--- src/rtl/fetch_queue.sv ---
// fetch_queue: instruction fetch unit with a DEPTH-entry decoupling FIFO.
// It owns the fetch PC, issues sequential word reads to a synchronous-read
// IMEM, and queues {instr, pc} pairs for decode. A redirect flushes the
// queue, squashes the read in flight and restarts fetch at the new PC.
module fetch_queue #(
  parameter int              XLEN     = 32,
  parameter int              DEPTH    = 4,
  parameter logic [XLEN-1:0] RESET_PC = '0
) (
  input  logic                         clk,
  input  logic                         rst,
  input  logic                         redirect,
  input  logic [XLEN-1:0]              redirect_pc,
  output logic                         imem_req,
  output logic [XLEN-1:0]              imem_addr,
  input  logic [31:0]                  imem_rdata,
  output logic                         out_valid,
  input  logic                         out_ready,
  output logic [31:0]                  out_instr,
  output logic [XLEN-1:0]              out_pc,
  output logic [$clog2(DEPTH+1)-1:0]   count
);

  localparam int AW = $clog2(DEPTH);
  localparam int CW = $clog2(DEPTH+1);

  logic [XLEN-1:0] fetch_pc_q, fetch_pc_d;
  logic [XLEN-1:0] infl_pc_q, infl_pc_d;
  logic            infl_q, infl_d;
  logic [AW-1:0]   rd_ptr_q, rd_ptr_d, wr_ptr_q, wr_ptr_d;
  logic [CW-1:0]   count_q, count_d;

  logic [31:0]     instr_mem [DEPTH];
  logic [XLEN-1:0] pc_mem    [DEPTH];

  logic            pop, push, issue;
  logic [CW:0]     occ;
  logic [XLEN-1:0] redir_addr;
  logic            unused_lsbs;

  // Low address bits of the redirect target are dropped on purpose.
  assign unused_lsbs = ^redirect_pc[1:0];
  assign redir_addr  = {redirect_pc[XLEN-1:2], 2'b00};

  assign out_valid = (count_q != '0) & ~redirect;
  assign pop       = out_valid & out_ready;
  // A response landing in a redirect cycle belongs to the old stream.
  assign push      = infl_q & ~redirect;
  // Every in-flight read has a reserved slot, so the FIFO cannot overflow.
  assign occ       = {1'b0, count_q} + (CW+1)'(infl_q) - (CW+1)'(pop);
  assign issue     = occ < (CW+1)'(DEPTH);
  assign imem_req  = ~rst & (redirect | issue);
  assign imem_addr = redirect ? redir_addr : fetch_pc_q;

  assign out_instr = instr_mem[rd_ptr_q];
  assign out_pc    = pc_mem[rd_ptr_q];
  assign count     = count_q;

  // Next-state: redirect wins; otherwise push/pop/issue update independently.
  always_comb begin
    fetch_pc_d = fetch_pc_q;
    infl_pc_d  = infl_pc_q;
    infl_d     = infl_q;
    rd_ptr_d   = rd_ptr_q;
    wr_ptr_d   = wr_ptr_q;
    count_d    = count_q;
    if (redirect) begin
      fetch_pc_d = redir_addr + XLEN'(4);
      infl_d     = 1'b1;
      infl_pc_d  = redir_addr;
      rd_ptr_d   = '0;
      wr_ptr_d   = '0;
      count_d    = '0;
    end else begin
      if (push) wr_ptr_d = wr_ptr_q + AW'(1);
      if (pop)  rd_ptr_d = rd_ptr_q + AW'(1);
      count_d = count_q + CW'(push) - CW'(pop);
      if (issue) begin
        fetch_pc_d = fetch_pc_q + XLEN'(4);
        infl_d     = 1'b1;
        infl_pc_d  = fetch_pc_q;
      end else begin
        infl_d     = 1'b0;
      end
    end
  end

  // Control state register; reset drops any read in flight.
  always_ff @(posedge clk or posedge rst) begin
    if (rst) begin
      fetch_pc_q <= RESET_PC;
      infl_pc_q  <= '0;
      infl_q     <= 1'b0;
      rd_ptr_q   <= '0;
      wr_ptr_q   <= '0;
      count_q    <= '0;
    end else begin
      fetch_pc_q <= fetch_pc_d;
      infl_pc_q  <= infl_pc_d;
      infl_q     <= infl_d;
      rd_ptr_q   <= rd_ptr_d;
      wr_ptr_q   <= wr_ptr_d;
      count_q    <= count_d;
    end
  end

  // FIFO storage; contents are only meaningful below count, so no reset.
  always_ff @(posedge clk) begin
    if (push) begin
      instr_mem[wr_ptr_q] <= imem_rdata;
      pc_mem[wr_ptr_q]    <= infl_pc_q;
    end
  end

endmodule

--- config.mk ---
export PLATFORM = sky130hd
export DESIGN_NAME = fetch_queue
export DESIGN_NICKNAME = d
export VERILOG_FILES = /design/src/rtl/fetch_queue.sv
export SDC_FILE = /design/constraint.sdc
export NUM_CORES = 1
export LEC_CHECK = 0
export CAP_MARGIN = 40
export CORE_ASPECT_RATIO = 0.5
export CORE_MARGIN = 1
export CORE_UTILIZATION = 45
export CTS_BUF_LIST = sky130_fd_sc_hd__clkbuf_8
export CTS_CLUSTER_DIAMETER = 200
export CTS_CLUSTER_SIZE = 28
export DETAILED_ROUTE_END_ITERATION = 7
export HOLD_SLACK_MARGIN = 0.03
export PLACE_DENSITY = 0.67
export SKIP_CTS_REPAIR_TIMING = 1
export SYNTH_ARGS = -nofsm -noshare
export SYNTH_HDL_FRONTEND = slang
export SYNTH_SLANG_ARGS = --single-unit
--- constraint.sdc ---
create_clock -name clk -period 11.1 [get_ports clk]
set_input_delay 1.665 -clock clk [delete_from_list [all_inputs] [get_ports clk]]
set_output_delay 1.665 -clock clk [all_outputs]
set_load 0.1 [all_outputs]
After elaboration in Yosys (flattened, before gate mapping):

Memories as Yosys holds them, arrays and structs flattened.
Cells that the tools add are included.

* output and inout port bits: 101
* memory bits (writable): 256
* memory bits (read-only): 0
* memories kept: 2
* bits in latches: 0
* register bits after elaboration: 72

Memory list
* instr_mem: depth 4, bits a word 32, rd ports 1, clocked after memory_dff 0, wr ports 1, line 33 `logic [31:0] instr_mem [DEPTH];`
* pc_mem: depth 4, bits a word 32, rd ports 1, clocked after memory_dff 0, wr ports 1, line 34 `logic [XLEN-1:0] pc_mem [DEPTH];`

* $lt $le $gt $ge: 1
* shift-type cells: 0
* mux-type cells: 14
* reductions and logical operators: 4
* add/subtract/negate cells: 8
* multiply operators: 0
* divide/modulo/power cells: 0
* bitwise logic cells: 7
* equal/unequal tests: 0

Operators by type and width (count)
* $mux W32: 5
* $add A32 B3 Y32 const B: 2
* $mux W2: 4
* $reduce_bool A2 Y1: 3
* $add A2 B1 Y2 const B: 2
* $add A3 B1 Y4: 1
* $and A1 B1 Y1: 4
* $lt A4 B3 Y1 const B: 1
* $mux W1: 4
* $sub A4 B1 Y4: 1
* $add A3 B1 Y3: 1
* $mux W3: 1
* $reduce_bool A3 Y1: 1
* $sub A3 B1 Y3: 1
* $not A1 Y1: 2
* $or A1 B1 Y1: 1

Longest topological paths before layout:

Gate-level depths: netlist of the first run.

* word-level depth: 7
* mapped depth: 16
* mapped depth without buffers: 11

Worst setup path before layout of the first run:

No wires, ideal clock.

* path kind: input to output
* start point: in redirect
* end point: out imem_req
* arrival time: 5.202 ns
* setup slack: 4.233 ns
* cell stages on the path: 14
* path buffers: 6
* cells stage by stage: buf_6 -> buf_6 -> buf_2 -> clkbuf_1 -> nor3b_1 -> ha_1 -> inv_1 -> ha_1 -> nand3b_1 -> a21oi_1 -> nor3_1 -> clkbuf_1 -> clkbuf_1 -> nor2_1

* word-level cells in the longest chain between the ends: 7

RTL lines
* from (decl): line 12 `input logic redirect,`
* $not A1 Y1: line 45 `assign out_valid = (count_q != '0) & ~redirect;`
* $and A1 B1 Y1: line 45
* $and A1 B1 Y1: line 46 `assign pop = out_valid & out_ready;`
* $sub A4 B1 Y4: line 50 `assign occ = {1'b0, count_q} + (CW+1)'(infl_q) - (CW+1)'(pop);`
* $lt A4 B3 Y1: line 51 `assign issue = occ < (CW+1)'(DEPTH);`
* $or A1 B1 Y1 (*): line 52 `assign imem_req = ~rst & (redirect | issue);`
* $and A1 B1 Y1 (*): line 52
* to (decl): line 14 `output logic imem_req,`

Mark *: on every way between the ends. The rest lies on a longest branch, timed or not.

Worst setup path after layout of the first run:

Ends and elaborated chain as after synthesis.

==> impl_metrics.ini, run 1 <==
[global_route]
grt_pass1_wl_mm = 43.53
track_usage_pct = 19.37
grt_pass1_vias = 7722
grt_overflow = 0
grt_max_degree = 71
grtUsageMet2_pct = 34.00
use_met1_pct = 26.17
use_met3_pct = 2.908
antenna_found_initial = 0
busiest_layer = met2

[sta]
finalCritPeriodShare_pct = 58.07
fin_worst_skew_ns = 0.04325
tightest_slew_ns = 0.9644
setup_slack_ns = 4.654
final-hold-violation-count = 0
rsz0062_at_grt = no
final_max_slew_viol_count = 0
setup_viol = 0
min_period_ns = 6.446
slew_headroom_pct = 35.71
tns_ns = 0
fmax_mhz = 155.1

[drt]
vias_per_cell = 5.315
routedWlPerCell_um = 19.85
vias = 7452
dr.pass1.iters = 7
dr.first_iter.drc_count = 533
antenna_left = 0
finalWirelength_mm = 27.82
drc = 0

[die]
core_mm2 = 0.02798
initial_core_util_pct = 46.17
dieWidth_um = 241.6
die_area_mm2 = 0.02943
ios = 169
die_h_um = 121.8
rows = 43

[synthesis]
synth-main-ff-cell = edfxtp_1
synth-warning-count = 0
synth_common_cells = edfxtp_1, nor2_1, dfrtp_1
synthTopCellsByArea = edfxtp_1, dfrtp_1, mux4_2
ys_ff_latch = 316
post-synth-top-area-cell = edfxtp_1
synth.most_common_cell = edfxtp_1
syn_area_mm2 = 0.01292
synth_edf_count = 248
syn_inst = 762
synth_cell_type_count = 58
synth_top_area_share_pct = 57.66
async_flop_share_pct = 21.52
yosysSeqAreaShare_pct = 70.83
avgSynthCellArea_um2 = 16.95

[power]
max-vdd-ir-drop_v = 0.0002335
pwr_density_cell_mw_per_mm2 = 307.4
leakage_nw = 6.140
fin_total_pwr_w = 0.005267

[critical_path]
path_delay_family = buffers and inverters
worstPathArrival_ns = 4.78
r2r_end = fetch_pc_q[23]
critPathBufInv = 6
slowest_delay_ns = 0.59
cp_cell_sequence = buf_2 -> buf_4 -> nor3b_1 -> ha_1 -> inv_1 -> ha_1 -> nand3b_1 -> a21oi_1 -> nor3_2 -> buf_4 -> nor2_1 -> clkdlybuf4s50_1 -> buf_8
cp-end-kind = output port
crit_cells = 13
start_kind = input port
setup.worst_path.end = imem_req
critPathRequiredTime_ns = 9.44
path_class = input port to output port
critPathLaunch = redirect
cp_slowest_cell = nor3b_1
r2r-start = count[1]
reg2reg_slack_ns = 7.23
worstPathMaxFanout = 70
r2r_cells = 12

[place]
dpl_worst_slack_ns = 4.639
gp_congestion = 0.7767
io_buffers = 162
postPlaceCellArea_mm2 = 0.01687
hpwlAfterDp_mm = 18.48

[clocking]
path_clk_slew_ns = 0.16
worstSkewPairLatency_ns = 0.56
cts_root_buf = clkbuf_8
h-tree-depth = 1
clock-sinks = 316
clockBufferDepth = 3
cts_tree = done
cts_buffers = 15

[final_layout]
layout-drive-gt1-share_pct = 21.86
final_util_pct = 61.23
num-nets-final = 1091
final_cell_area_mm2 = 0.01713
syn_to_final_growth_pct = 32.64
num_antenna_cells = 0

[job]
drv_cap = 0

[outcome]
run_status = completed

[min_path]
hold_class = register to register
[layer usage]
metal	wire, µm	share of wire [%]	vias up
li1	-	-	3404
met1	12210	44	3886
met2	14310	51	139
met3	966	3.5	23
met4	328	1.2	0
met5	0	0	-
[state kept, by name (all words and copies together), names as in the netlist]
name and flops:
instr_mem 128, pc_mem 120, fetch_pc_q 30, infl_pc_q 30, count 3, rd_ptr_q 2
wr_ptr_q 2, infl_q 1
[final cells by class]
| type | instances | area (µm²) |
|---|---|---|
| multi-input combinational | 378 | 3465 |
| fill | 2031 | 10850 |
| inverter | 29 | 108.9 |
| clock buffer | 15 | 206.4 |
| tap | 382 | 478.0 |
| sequential | 316 | 9154 |
| clock inverter | 10 | 53.80 |
| timing repair buffer | 272 | 3666 |
[report_power, final]
| part | internal (W) | switching, W |
|---|---|---|
| clock | 0.000134 | 0.000342 |
| sequential | 0.00165 | 0.000186 |
| combinational | 0.00115 | 0.00180 |
[through the flow]
stage / std cells / hold slack (ns)
after floorplan: 765 / 0.4446
after global placement: 1274 / 0.4614
after detailed placement: 1377 / 0.4749
after CTS: 1402 / 0.4817
after global routing: 1402 / 0.4830
final: 1402 / 0.4825
[kinds of logic (layout without fill, tap and decap cells)]
kind of cell	after synthesis	in the layout	synth area share [%]
compound gates	73	73	3.497
other cells	1	4	0.02903
xor+xnor	23	23	1.560
mux	92	92	13.30
flops	316	316	70.83
fa+ha+maj	11	11	1.124
simple gates	175	175	7.110
buf+inv	71	326	2.548
[how the worst min path moves through the flow]
stage / slack [ns] / cells past startpoint / to / start
3_3_place_gp: 0.46 / 2 / fetch_pc_q[31] / fetch_pc_q[31]
4_1_cts: 0.48 / 0 / pc_mem[3][16] / infl_pc_q[16]
5_1_grt: 0.48 / 0 / pc_mem[3][16] / infl_pc_q[16]
2_1_floorplan: 0.44 / 2 / fetch_pc_q[31] / fetch_pc_q[31]
6_report: 0.48 / 0 / pc_mem[3][16] / infl_pc_q[16]
3_5_place_dp: 0.47 / 2 / fetch_pc_q[29] / fetch_pc_q[29]
[cells in the final DEF (no fill, tap or decap), types with 27 or more instances in the layout]
cell type        count
edfxtp_1           248
clkdlybuf4s50_1    161
nor2_1              81
dfrtp_1             66
buf_8               63
mux4_2              62
a21oi_1             42
inv_1               36
buf_16              35
nand2_1             27
(Power assumes the default switching activity.)
==> run 2, diff against run 1 <==
Settings changed: PLACE_DENSITY 0.67 to 0.7.
Clock period 11.1 ns to 5.2 ns, I/O delays scaled along.
==> impl_metrics.ini, run 2 (same netlist as run 1, synthesis figures left out) <==
[sta]
setup_viol = 0
min_period_ns = 4.022
rsz0062_at_grt = no
finalCritPeriodShare_pct = 77.36
fin_worst_skew_ns = 0.03458
tns_ns = 0
slew_headroom_pct = 31.42
final_max_slew_viol_count = 0
tightest_slew_ns = 1.029
final-hold-violation-count = 0
fmax_mhz = 248.6

[clocking]
cts_root_buf = clkbuf_8
cts_buffers = 15
path_clk_slew_ns = 0.17
clockBufferDepth = 3
clock-sinks = 316
cts_tree = done
worstSkewPairLatency_ns = 0.54
h-tree-depth = 1

[die]
core_mm2 = 0.02798
dieWidth_um = 241.6
ios = 169
initial_core_util_pct = 46.17
rows = 43
die_area_mm2 = 0.02943
die_h_um = 121.8

[final_layout]
top_regs = instr_mem: 128 flops, pc_mem: 120 flops
largest_reg_flops = 128
instances_no_fill = 1405
regMostFlops = instr_mem
final_common_cell = edfxtp_1
fillCellCount = 2046
final_util_pct = 60.72
layout-drive-gt1-share_pct = 22.78
num_antenna_cells = 0
final_cell_mix = edfxtp_1, clkdlybuf4s50_1, nor2_1, buf_8, dfrtp_1
syn_to_final_growth_pct = 31.53
num-nets-final = 1094

[global_route]
grt_pass1_wl_mm = 43.21
antenna_found_initial = 0
grt_max_degree = 67
grt_overflow = 0
grt_pass1_vias = 7793
track_usage_pct = 19.05

[drt]
drc = 0
antenna_left = 0
routedWlPerCell_um = 19.56
vias = 7425
dr.pass1.iters = 7
finalWirelength_mm = 27.49
dr.first_iter.drc_count = 568
vias_per_cell = 5.285

[critical_path]
worstPathMaxFanout = 36
r2r_cells = 12
worstPathArrival_ns = 3.24
cp-end-kind = output port
start_kind = register
critPathRequiredTime_ns = 4.42
path_class = register to output port

[outcome]
run_status = completed

[power]
max-vdd-ir-drop_v = 0.0003562
pwr-share-clk_pct = 9.0
fin_total_pwr_w = 0.01112
pwr-share-seq_pct = 35.4
leakage_nw = 6.103
swShare_pct = 44.43
p_sw_w = 0.004940
internal_power_w = 0.006178
combPwrFrac_pct = 55.5
pwr_density_cell_mw_per_mm2 = 654.4

[job]
drv_cap = 0

[min_path]
hold_class = register to register
whs_path_depth = 2

[place]
dp.cells = 1380
gp_congestion = 0.8170
hpwlAfterDp_mm = 18.78
io_buffers = 162
run 2: cell types whose count changed in the layout (fill, tap and decap cells not counted), sizes merged:
cell | before | now
buf | 111 | 121
clkdlybuf4s50 | 161 | 154
run 2: layout make-up:
cell class | instances | area [µm²] | share of cell area [%]
Clock inverter | 10 | 53.80 | 0.3167
Sequential cell | 316 | 9154 | 53.88
Tap cell | 382 | 478.0 | 2.813
Clock buffer | 15 | 206.4 | 1.215
Timing Repair Buffer | 275 | 3523 | 20.74
Multi-Input combinational cell | 378 | 3465 | 20.39
Inverter | 29 | 108.9 | 0.6407
run 2: layer usage:
layer	track usage, %	vias to the layer above	wire (µm)
met2	34.12	131	14330
met5	0	-	0
met1	25.18	3854	11760
met4	4.618	0	619
li1	-	3404	-
met3	2.159	36	777
run 2: path summary, 6_finish.rpt:
check	startpoint	to	slack [ns]
min	fetch_pc_q[26]	fetch_pc_q[26]	0.50
max reg2reg	count[0]	fetch_pc_q[23]	1.98
max	rd_ptr_q[0]	out_pc[29]	1.18
min reg2reg	fetch_pc_q[26]	fetch_pc_q[26]	0.50
max in group asynchronous	rst	fetch_pc_q[20]	3.61
min in group asynchronous	rst	fetch_pc_q[28]	0.62
run 2: stage by stage:
stage / instance area [µm²] / setup slack (ns) / hold WS (ns)
finish: 16990 / 1.178 / 0.5036
global route: 16990 / 0.9566 / 0.5303
CTS: 16990 / 1.070 / 0.5060
detailed placement: 16730 / 1.201 / 0.4699
global placement: 14960 / 1.250 / 0.4612
floorplan: 12930 / 0.1031 / 0.4446
run 2: power groups by stage:
stage,registers (W),logic [W],clock network (W)
2_1_floorplan,0.00390,0.00379,0
3_3_place_gp,0.00396,0.00485,0
3_5_place_dp,0.00401,0.00622,0
4_1_cts,0.00395,0.00623,0.00103
5_1_grt,0.00402,0.00643,0.00112
6_report,0.00394,0.00618,0.00100
run 2: worst max-delay path: stages (launching register included):
cell             delay, ns
dfrtp_4               0.94
buf_4                 0.43
mux4_2                0.55
clkdlybuf4s50_1       0.52
buf_16                0.21
